==> src/rtl/dmem_access_ctrl_if.sv <==
// Requester-side bundle for dmem_access_ctrl.
// Requesters use master; the controller uses slave.
interface dmem_access_ctrl_if #(
  parameter int WIDTH_ADDR = 32,
  parameter int Data_WIDTH = 32
);
  logic                  req;
  logic                  we;
  logic [WIDTH_ADDR-1:0] addr;
  logic [1:0]            size;
  logic                  unsigned_ld;
  logic [Data_WIDTH-1:0] wdata;
  logic                  gnt;
  logic                  done;
  logic [Data_WIDTH-1:0] rdata;
  logic                  err;

  modport master (
    output req, we, addr, size, unsigned_ld, wdata,
    input  gnt, done, rdata, err
  );

  modport slave (
    input  req, we, addr, size, unsigned_ld, wdata,
    output gnt, done, rdata, err
  );
endinterface

==> src/rtl/dmem_access_ctrl.sv <==
// Two-port round-robin front end for a word-wide single-port data memory.
// Handles alignment/range checks, sub-word RMW stores and load extension.
module dmem_access_ctrl #(
  parameter int WIDTH_ADDR = 32,
  parameter int Data_WIDTH = 32,
  parameter int MEM_DEPTH  = 32
) (
  input  logic                  clk,
  input  logic                  rst,
  dmem_access_ctrl_if.slave     p0,
  dmem_access_ctrl_if.slave     p1,
  output logic                  mem_we,
  output logic [WIDTH_ADDR-1:0] mem_addr,
  output logic [Data_WIDTH-1:0] mem_wdata,
  input  logic [Data_WIDTH-1:0] mem_rdata
);
  localparam int DW = Data_WIDTH;
  localparam logic [WIDTH_ADDR:0] LIMIT =
    (WIDTH_ADDR+1)'(MEM_DEPTH * 4);

  typedef enum logic [2:0] {
    IDLE, RD, RD_WAIT, WR, RESP
  } state_t;

  typedef struct packed {
    logic        we;
    logic [1:0]  off;
    logic [1:0]  size;
    logic        uns;
    logic [15:0] wd16;
  } req_t;

  state_t                state;
  req_t                  cur;
  logic                  owner;
  logic                  last_grant;
  logic                  we_q;
  logic [1:0]            done_q;
  logic [DW-1:0]         rdata_q;
  logic                  err_q;

  logic                  win0, win1;
  logic                  sel_we, sel_uns, bad;
  logic [WIDTH_ADDR-1:0] sel_addr, sel_idx;
  logic [1:0]            sel_size;
  logic [DW-1:0]         sel_wdata;
  logic [DW-1:0]         ext, merged;

  function automatic logic [DW-1:0] extend(
    input logic [DW-1:0] w,
    input logic [1:0]    off,
    input logic [1:0]    size,
    input logic          uns
  );
    logic [7:0]  b;
    logic [15:0] h;
    b = w[{off, 3'b000} +: 8];
    h = w[{off[1], 4'b0000} +: 16];
    case (size)
      2'd0:    extend = {{(DW-8){b[7] & ~uns}}, b};
      2'd1:    extend = {{(DW-16){h[15] & ~uns}}, h};
      default: extend = w;
    endcase
  endfunction

  function automatic logic [DW-1:0] merge(
    input logic [DW-1:0] w,
    input logic [1:0]    off,
    input logic [1:0]    size,
    input logic [15:0]   wd
  );
    merge = w;
    if (size == 2'd0)
      merge[{off, 3'b000} +: 8] = wd[7:0];
    else
      merge[{off[1], 4'b0000} +: 16] = wd;
  endfunction

  // Ties go to the port that did not win last time.
  assign win0 = p0.req & (~p1.req | last_grant);
  assign win1 = p1.req & (~p0.req | ~last_grant);

  always_comb begin
    sel_we    = win1 ? p1.we          : p0.we;
    sel_addr  = win1 ? p1.addr        : p0.addr;
    sel_size  = win1 ? p1.size        : p0.size;
    sel_uns   = win1 ? p1.unsigned_ld : p0.unsigned_ld;
    sel_wdata = win1 ? p1.wdata       : p0.wdata;
  end

  assign sel_idx = {2'b00, sel_addr[WIDTH_ADDR-1:2]};

  assign bad = (sel_size == 2'd3)
             | ((sel_size == 2'd1) & sel_addr[0])
             | ((sel_size == 2'd2) & (sel_addr[1:0] != 2'b00))
             | ({1'b0, sel_addr} >= LIMIT);

  assign ext    = extend(mem_rdata, cur.off, cur.size, cur.uns);
  assign merged = merge(mem_rdata, cur.off, cur.size, cur.wd16);

  assign p0.gnt   = ~rst & (state == IDLE) & win0;
  assign p1.gnt   = ~rst & (state == IDLE) & win1;
  assign p0.done  = done_q[0];
  assign p1.done  = done_q[1];
  assign p0.rdata = rdata_q & {DW{done_q[0]}};
  assign p1.rdata = rdata_q & {DW{done_q[1]}};
  assign p0.err   = err_q & done_q[0];
  assign p1.err   = err_q & done_q[1];

  // A write pending in WR is dropped the moment rst rises.
  assign mem_we = we_q & ~rst;

  always_ff @(posedge clk) begin
    if (rst) begin
      state      <= IDLE;
      cur        <= '0;
      owner      <= 1'b0;
      last_grant <= 1'b1;
      we_q       <= 1'b0;
      mem_addr   <= '0;
      mem_wdata  <= '0;
      done_q     <= '0;
      rdata_q    <= '0;
      err_q      <= 1'b0;
    end else begin
      unique case (state)
        IDLE: begin
          if (win0 | win1) begin
            owner      <= win1;
            last_grant <= win1;
            cur        <= '{we:   sel_we,
                            off:  sel_addr[1:0],
                            size: sel_size,
                            uns:  sel_uns,
                            wd16: sel_wdata[15:0]};
            if (bad) begin
              done_q  <= {win1, ~win1};
              err_q   <= 1'b1;
              rdata_q <= '0;
              state   <= RESP;
            end else if (sel_we && sel_size == 2'd2) begin
              we_q      <= 1'b1;
              mem_addr  <= sel_idx;
              mem_wdata <= sel_wdata;
              state     <= WR;
            end else begin
              mem_addr <= sel_idx;
              state    <= RD;
            end
          end
        end
        RD: state <= RD_WAIT;
        RD_WAIT: begin
          if (cur.we) begin
            we_q      <= 1'b1;
            mem_wdata <= merged;
            state     <= WR;
          end else begin
            mem_addr <= '0;
            rdata_q  <= ext;
            err_q    <= 1'b0;
            done_q   <= {owner, ~owner};
            state    <= RESP;
          end
        end
        WR: begin
          we_q      <= 1'b0;
          mem_addr  <= '0;
          mem_wdata <= '0;
          rdata_q   <= '0;
          err_q     <= 1'b0;
          done_q    <= {owner, ~owner};
          state     <= RESP;
        end
        RESP: begin
          done_q  <= '0;
          rdata_q <= '0;
          err_q   <= 1'b0;
          state   <= IDLE;
        end
        default: state <= IDLE;
      endcase
    end
  end
endmodule

==> src/flat_wrapper.sv <==
// flat-port wrapper written by rule: the top's interface ports become plain ports
module dmem_access_ctrl_flat 
#(
  parameter int WIDTH_ADDR = 32,
  parameter int Data_WIDTH = 32,
  parameter int MEM_DEPTH  = 32
)
  (clk, rst, mem_we, mem_addr, mem_wdata, mem_rdata, p0_req, p0_we, p0_addr, p0_size, p0_unsigned_ld, p0_wdata, p0_gnt, p0_done, p0_rdata, p0_err, p1_req, p1_we, p1_addr, p1_size, p1_unsigned_ld, p1_wdata, p1_gnt, p1_done, p1_rdata, p1_err);
  dmem_access_ctrl_if #(.WIDTH_ADDR(WIDTH_ADDR), .Data_WIDTH(Data_WIDTH)) p0_i ();
  dmem_access_ctrl_if #(.WIDTH_ADDR(WIDTH_ADDR), .Data_WIDTH(Data_WIDTH)) p1_i ();
  input  logic clk;
  input  logic rst;
  output logic mem_we;
  output logic [WIDTH_ADDR-1:0] mem_addr;
  output logic [Data_WIDTH-1:0] mem_wdata;
  input  logic [Data_WIDTH-1:0] mem_rdata;
  input wire logic [$bits(p0_i.req)-1:0] p0_req;
  input wire logic [$bits(p0_i.we)-1:0] p0_we;
  input wire logic [$bits(p0_i.addr)-1:0] p0_addr;
  input wire logic [$bits(p0_i.size)-1:0] p0_size;
  input wire logic [$bits(p0_i.unsigned_ld)-1:0] p0_unsigned_ld;
  input wire logic [$bits(p0_i.wdata)-1:0] p0_wdata;
  output wire logic [$bits(p0_i.gnt)-1:0] p0_gnt;
  output wire logic [$bits(p0_i.done)-1:0] p0_done;
  output wire logic [$bits(p0_i.rdata)-1:0] p0_rdata;
  output wire logic [$bits(p0_i.err)-1:0] p0_err;
  input wire logic [$bits(p1_i.req)-1:0] p1_req;
  input wire logic [$bits(p1_i.we)-1:0] p1_we;
  input wire logic [$bits(p1_i.addr)-1:0] p1_addr;
  input wire logic [$bits(p1_i.size)-1:0] p1_size;
  input wire logic [$bits(p1_i.unsigned_ld)-1:0] p1_unsigned_ld;
  input wire logic [$bits(p1_i.wdata)-1:0] p1_wdata;
  output wire logic [$bits(p1_i.gnt)-1:0] p1_gnt;
  output wire logic [$bits(p1_i.done)-1:0] p1_done;
  output wire logic [$bits(p1_i.rdata)-1:0] p1_rdata;
  output wire logic [$bits(p1_i.err)-1:0] p1_err;
  assign p0_i.req = p0_req;
  assign p0_i.we = p0_we;
  assign p0_i.addr = p0_addr;
  assign p0_i.size = p0_size;
  assign p0_i.unsigned_ld = p0_unsigned_ld;
  assign p0_i.wdata = p0_wdata;
  assign p0_gnt = p0_i.gnt;
  assign p0_done = p0_i.done;
  assign p0_rdata = p0_i.rdata;
  assign p0_err = p0_i.err;
  assign p1_i.req = p1_req;
  assign p1_i.we = p1_we;
  assign p1_i.addr = p1_addr;
  assign p1_i.size = p1_size;
  assign p1_i.unsigned_ld = p1_unsigned_ld;
  assign p1_i.wdata = p1_wdata;
  assign p1_gnt = p1_i.gnt;
  assign p1_done = p1_i.done;
  assign p1_rdata = p1_i.rdata;
  assign p1_err = p1_i.err;
  dmem_access_ctrl #(.WIDTH_ADDR(WIDTH_ADDR), .Data_WIDTH(Data_WIDTH), .MEM_DEPTH(MEM_DEPTH)) u_core (.clk(clk), .rst(rst), .p0(p0_i), .p1(p1_i), .mem_we(mem_we), .mem_addr(mem_addr), .mem_wdata(mem_wdata), .mem_rdata(mem_rdata));
endmodule
==> config.mk <==
export PLATFORM = sky130hd
export DESIGN_NAME = dmem_access_ctrl_flat
export DESIGN_NICKNAME = d
export VERILOG_FILES = /design/src/rtl/dmem_access_ctrl_if.sv /design/src/rtl/dmem_access_ctrl.sv /design/src/flat_wrapper.sv
export SDC_FILE = /design/constraint.sdc
export NUM_CORES = 1
export LEC_CHECK = 0
export ABC_AREA = 1
export BUFFER_PORTS_ARGS = -buffer_cell sky130_fd_sc_hd__buf_2
export CAP_MARGIN = 10
export CELL_PAD_IN_SITES_DETAIL_PLACEMENT = 1
export CELL_PAD_IN_SITES_GLOBAL_PLACEMENT = 2
export CORE_ASPECT_RATIO = 1.75
export CORE_MARGIN = 3
export CORE_UTILIZATION = 25
export CTS_CLUSTER_DIAMETER = 100
export DETAILED_ROUTE_END_ITERATION = 7
export PLACE_DENSITY_LB_ADDON = 0.1
export SYNTH_ARGS = -nofsm -noshare
export SYNTH_HDL_FRONTEND = slang
export SYNTH_SLANG_ARGS = --single-unit
==> constraint.sdc <==
create_clock -name clk -period 3.4 [get_ports clk]
set_clock_uncertainty 0.15 [all_clocks]
set_input_delay 0.34 -clock clk [delete_from_list [all_inputs] [get_ports clk]]
set_output_delay 0.34 -clock clk [all_outputs]
set_load 0.02 [all_outputs]
==> flow_summary.yaml, run 1 <==
cells_and_area:
  diodes: 0
  final_area_um2: 10700
  n_fill_cell: 4363
  nNetsFinal: 1798
  layout-drive-gt1-share_pct: 23.3
  area_delta_synth_final_pct: 28.5
floorplan:
  io-pin-count: 307
  start_util_pct: 25.4
  dieHeight_um: 248
  rows: 88
  die_area_um2: 35700
  fp.dieW_um: 144
  core_um2: 32900
yosys:
  synth_seq_cells: 125
  avgSynthCellArea_um2: 6.04
  synth_edf_count: 0
  synthCells: 1383
  synth_most_common_cell: "nand2_1"
  synth_commonest_cells: "nand2_1, nor2_1, a21oi_1"
  yosys.area.top_type_share_pct: 29.9
  synth_warnings: 0
  synth_seq_area_share_pct: 29.9
  yosysTopAreaCell: "dfxtp_1"
  async_flop_share_pct: 0
  synth_cell_type_count: 32
  synth.cell_area_um2: 8360
  ys.flop_type: "dfxtp_1"
  synth_area_leaders: "dfxtp_1, nand2_1, a21oi_1, nor2_1, nand3_1"
routing:
  ant_nets: 0
  dr.first_iter.drc_count: 418
  num_vias: 10000
  vias_per_cell: 4.92
  drt-total-wl_um: 38900
  wl_per_cell_um: 19.1
  drc: 0
  dr.pass1.iters: 5
clock_tree:
  cts_sinks: 125
  clockBufferDepth: 2
  ctsHoldBuffers: 0
  htree_levels: 4
  root_buffer: "clkbuf_16"
  post_cts_resized: 0
  cts_tree: "built"
  clk_pin_slew_ps: 70
  clock_latency_ps: 450
  numCtsBuffers: 17
  post_cts_buffers: 0
setup_path:
  worst_setup_path_start_kind: "flip-flop"
  max_stage_delay_ps: 510
  path_max_fanout: 25
  worst-setup-path-type: "flip-flop to flip-flop"
  r2r_end: "u_core.mem_wdata[4]"
  crit_arrival_ps: 2910
  r2r_start: "u_core.last_grant"
  cp_cell_sequence: "nand2_1 -> nand2_4 -> buf_4 -> buf_4 -> mux2i_1 -> nor2_1 -> a31oi_1 -> nand3_1 -> nand2_1 -> nor2_1"
  cp.required_ps: 3590
  end_kind: "flip-flop"
  r2r_cells: 10
  r2r_slack_ps: 680
  cp_slowest_cell: "a31oi_1"
sta:
  final_max_slew_viol_count: 0
  relSlewSlack_pct: 48.4
  finalSetupViolations: 0
  hold_violations: 0
  period_minus_slack_ps: 2720
  period_share_pct: 80.0
  worst_slew_pin_slew_ps: 775
  rsz0062_at_grt: "no"
  fin_setup_tns_ps: 0
  max_freq_ghz: 0.368
  setup_ws_ps: 680
  holdWs_ps: 29.5
worst_hold_path:
  hold_start: "p1_unsigned_ld"
  hold_depth: 3
  hold_path_end: "u_core.cur[16]"
  hold_class: "primary input to flip-flop"
global_route:
  gr-total-overflow: 0
  antenna_found_initial: 0
  grt_usage_pct: 21.4
  grt_pass1_vias: 10000
  grt_max_degree: 75
  grt_pass1_wl_um: 58200
job:
  maxCapViolCount: 0
power_and_ir_drop:
  cellLeakagePower_nw: 5.80
  p_per_area_nw_per_um2: 477
  p_total_mw: 5.12
  vdd_drop_max_uv: 395
placed_design:
  gp_congestion: 0.866
  portBuffers: 304
  dpl_cell_area_um2: 10200
  dp_hpwl_um: 30500
  dpl_worst_slack_ps: 588
run_status:
  outcome: "complete, no violations"
==> critical path, delay by kind of cell, from the launching register on <==
kind                   cells  cell delay, ps
and+or+nand+nor            6             700
buffers and inverters      2             550
AOI/OAI and AO/OA          1             510
DFF                        1             380
muxes                      1             310
==> cell families after synthesis <==
family / Yosys count / share of synthesized area (%)
buf+inv: 252 / 12.5
mux: 16 / 1.92
other cells: 1 / 0.0449
fa+ha+maj: 5 / 0.749
simple gates: 667 / 32.5
flops: 125 / 29.9
compound gates: 317 / 22.4
==> routing by layer <==
layer  part of all wire, %  GRT usage (%)  wire [µm]  vias up
met3                   5.1           3.91       1970       64
met1                    37           22.9      14300     4653
met5                     0              0          0        -
li1                      -              -          -     5016
met2                    53           39.2      20600      296
met4                   5.1           11.2       1990        0
==> per-stage QoR <==
step	std cells	util, %
after floorplan	1384	-
after global placement	2007	30.9
after detailed placement	2007	30.9
after CTS	2039	32.6
after global routing	2039	32.6
final	2039	32.6
==> where the power goes <==
| part | internal, mW | leakage (nW) | total, mW | switching (mW) |
|---|---|---|---|---|
| Combinational | 0.515 | 4.49 | 1.55 | 1.04 |
| Sequential | 1.58 | 1.02 | 1.71 | 0.137 |
| Clock | 1.05 | 0.292 | 1.85 | 0.801 |
| Total | 3.14 | 5.80 | 5.12 | 1.98 |
==> state kept, by name, summed over array words and instances (netlist names) <==
register	count
u_core.mem_addr	30
u_core.we_q	1
u_core.err_q	1
u_core.state	3
u_core.done_q	2
u_core.last_grant	1
u_core.mem_wdata	32
u_core.owner	1
u_core.cur	22
u_core.rdata_q	32
==> placed cells by master, fill, tap and decap left out, drive strengths merged, types with 7 or more instances in the layout <==
cell,count
o21ai,61
nand2,365
o221ai,32
clkbuf,18
dfxtp,125
o2111ai,7
buf,333
nand3,109
nand3b,9
inv,147
nor2,179
a31oi,35
a211oi,18
a21oi,147
o211ai,15
mux2i,16
==> final cells by class <==
cell class | count | area (µm²) | area share, %
multi-input combinational | 1007 | 4860 | 45.2
sequential | 125 | 2500 | 23.3
timing repair buffer | 333 | 1780 | 16.5
inverter | 137 | 514 | 4.79
tap | 405 | 507 | 4.72
clock buffer | 18 | 439 | 4.09
clock inverter | 14 | 145 | 1.35
==> how the worst max path moves through the flow <==
stage	start	end	cells past startpoint
after floorplan	u_core.cur[20]	u_core.mem_wdata[31]	14
after CTS	u_core.last_grant	u_core.mem_wdata[23]	15
final	u_core.last_grant	u_core.mem_wdata[4]	10
after global routing	u_core.last_grant	u_core.mem_addr[3]	15
after global placement	p0_req	u_core.mem_wdata[23]	16
after detailed placement	p1_req	u_core.mem_wdata[23]	15
Note: power is estimated with default switching activity, not from simulation.
==> run 2: changes to the inputs <==
--- a/config.mk
+++ b/config.mk
@@ -5,7 +5,7 @@
 export SDC_FILE = /design/constraint.sdc
 export NUM_CORES = 1
 export LEC_CHECK = 0
-export ABC_AREA = 1
+export ABC_AREA = 0
 export BUFFER_PORTS_ARGS = -buffer_cell sky130_fd_sc_hd__buf_2
 export CAP_MARGIN = 10
 export CELL_PAD_IN_SITES_DETAIL_PLACEMENT = 1
==> constraint.sdc (replaced) <==
create_clock -name clk -period 2.39 [get_ports clk]
set_clock_uncertainty 0.15 [all_clocks]
set_input_delay 0.239 -clock clk [delete_from_list [all_inputs] [get_ports clk]]
set_output_delay 0.239 -clock clk [all_outputs]
set_load 0.02 [all_outputs]
==> run 2 against run 1 <==
  * Largest cell class unchanged
  * Clock-buffer cell count did not move
  * Highest routed layer unchanged
  * Critical path depth fell by 3
  * Final cell count fell by 21%
  * Area after synthesis fell by 6.9%
  * Worst hold slack got worse by 2.3 ps
  * Fmax rose by 18%
  * Combinational power fell by 27%
  * Synthesized cell count fell by 35%
  * Wire length fell by 14%
  * Die area fell by 6.6%
==> flow_summary.yaml, run 2 <==
global_route:
  grt_pass1_vias: 8303
  grt_pass1_wl_um: 50100
  gr-total-overflow: 0
  antenna_found_initial: 1
  grt_usage_pct: 19.6
  grt_max_degree: 43
yosys:
  yosysTopAreaCell: "dfxtp_1"
  async_flop_share_pct: 0
  synth_xor_area_share_pct: 0
  synth_most_common_cell: "dfxtp_1"
  avgSynthCellArea_um2: 8.66
  synth_edf_count: 0
  synth_commonest_cells: "dfxtp_1, and2_1, mux2i_1"
  synth_seq_cells: 125
  synthCells: 899
  ys.flop_type: "dfxtp_1"
  synth_cell_type_count: 62
  yosys.area.top_type_share_pct: 32.1
  synthAdderAreaFrac_pct: 0.804
  synth.cell_area_um2: 7780
  synth_mux_area_share_pct: 16.3
  synth_compound_area_share_pct: 17.7
  synth_top_family_by_area: "simple AND/OR/NAND/NOR gates"
  synth_seq_area_share_pct: 32.1
  synth_area_leaders: "dfxtp_1, mux2i_1, and2_1, nand2b_1, nor2_1"
  synth_warnings: 0
  synthSimpleGateAreaFrac_pct: 26.8
routing:
  dr.first_iter.drc_count: 249
  ant_nets: 0
  drc: 0
  vias_per_cell: 4.80
  drt-total-wl_um: 33300
  num_vias: 7754
  dr.pass1.iters: 6
  wl_per_cell_um: 20.6
setup_path:
  cp_cell_sequence: "inv_1 -> ha_1 -> nor2b_1 -> and4_1 -> a221oi_1 -> a21oi_1 -> mux2_4"
  r2r_start: "u_core.cur[19]"
  worst_setup_path_start_kind: "flip-flop"
  end_kind: "flip-flop"
  cp.required_ps: 2570
  crit_path_start: "u_core.cur[19]"
  max_stage_delay_ps: 370
  path_max_fanout: 7
  worst-setup-path-type: "flip-flop to flip-flop"
  cp_slowest_cell: "ha_1"
  crit_arrival_ps: 2490
clock_tree:
  clockBufferDepth: 2
  clock_latency_ps: 440
  root_buffer: "clkbuf_16"
  clk_pin_slew_ps: 60
  numCtsBuffers: 17
  cts_tree: "built"
  htree_levels: 4
  cts_sinks: 125
worst_hold_path:
  hold_class: "primary input to flip-flop"
  hold_start: "mem_rdata[5]"
placed_design:
  portBuffers: 304
  dp_hpwl_um: 26500
  dpl_cell_area_um2: 9830
  gp_congestion: 0.848
power_and_ir_drop:
  p_total_mw: 5.91
  vdd_drop_max_uv: 481
  p_per_area_nw_per_um2: 553
  cellLeakagePower_nw: 5.20
floorplan:
  fp.dieW_um: 139
  core_um2: 30400
  dieHeight_um: 239
  io-pin-count: 307
  rows: 84
  die_area_um2: 33400
  start_util_pct: 25.6
sta:
  fin_setup_tns_ps: 0
  hold_violations: 0
  worst_slew_pin_slew_ps: 617
  relSlewSlack_pct: 58.6
  period_minus_slack_ps: 2310
  period_share_pct: 96.8
  final_max_slew_viol_count: 0
  finalSetupViolations: 0
  rsz0062_at_grt: "yes"
  max_freq_ghz: 0.432
cells_and_area:
  nNetsFinal: 1393
  mostFrequentLayoutCell: "buf_2"
  area_delta_synth_final_pct: 37.2
  multiInputGateArea_um2: 4880
  layout-drive-gt1-share_pct: 35.9
  layout_common_cells: "buf_2, dfxtp_1, and2_1"
  regArea_um2: 2500
  n_fill_cell: 3662
  top_regs: "u_core.mem_wdata: 32 flops, u_core.rdata_q: 32 flops, u_core.mem_addr: 30 flops"
  final_area_um2: 10700
job:
  maxCapViolCount: 0
run_status:
  outcome: "complete, no violations"
==> run 2: changes by cell type after synthesis, moves of 26 or more <==
cell	previous run	this run
a21oi_1	147	18
a31oi_1	35	9
and2_1	0	91
clkbuf_1	68	35
inv_1	133	23
mux2i_1	16	84
nand2_1	363	57
nand2b_1	0	73
nand3_1	109	20
nor2_1	174	59
o21ai_0	61	17
==> run 2: through the flow <==
step                hold WS [ps]  std cells  worst slack [ps]  util (%)
floorplan                    241        900              49.6         -
global placement             286       1562              28.3      32.4
detailed placement           288       1562              4.80      32.4
CTS                         7.25       1616             0.479      35.0
global route                63.7       1617             -39.5      35.2
finish                      27.2       1617              77.0      35.2
==> run 2: layer usage <==
metal | part of all wire [%] | track usage (%)
met1 | 38 | 21.1
met2 | 56 | 38.3
met3 | 4.3 | 3.30
met4 | 2.0 | 6.29
met5 | 0 | 0
==> run 2: critical path, delay by kind of cell (launching register included) <==
kind | cells | cell delay [ps]
flops | 1 | 350
simple gates | 2 | 530
fa+ha+maj | 1 | 370
mux | 1 | 270
compound gates | 2 | 430
buf+inv | 1 | 110
==> run 2: where the power goes <==
group | total, mW | switching (mW) | internal [mW] | leakage [nW]
Sequential | 2.21 | 0.0747 | 2.13 | 1.01
Combinational | 1.13 | 0.656 | 0.474 | 3.91
Clock | 2.57 | 1.10 | 1.47 | 0.274
Total | 5.91 | 1.83 | 4.08 | 5.20
==> run 2: cells by family after synthesis <==
kind of cell             after synthesis
AND/OR/NAND/NOR                      380
AO/OA/AOI/OAI                        173
flip-flops                           125
multiplexers                         116
buffers and inverters                 99
adder cells (fa/ha/maj)                5
other                                  1
==> run 2: final timing paths <==
path / cells after the start / end / slack [ps]
setup / recovery: 7 / u_core.mem_wdata[12] / 80
hold / removal: 3 / u_core.rdata_q[5] / 30
setup reg to reg: 7 / u_core.mem_wdata[12] / 80
hold reg to reg: 1 / u_core.mem_addr[29] / 300
==> run 2: cell type report <==
| cell class | count | share of cell area (%) |
|---|---|---|
| multi-input cells | 676 | 45.7 |
| flip-flops and latches | 125 | 23.4 |
| well taps | 387 | 4.53 |
| diodes | 1 | 0.0234 |
| clock buffers | 18 | 4.11 |
| inverters | 23 | 0.808 |
| clock inverters | 14 | 1.28 |
| repair buffers | 373 | 20.1 |
==> run 2: repair_timing <==
action,in CTS,in global routing
endpoints found under the hold margin,11,0
gates resized for setup,0,8
endpoints found under the setup margin,0,52
hold buffers,22,0
setup buffers,0,0
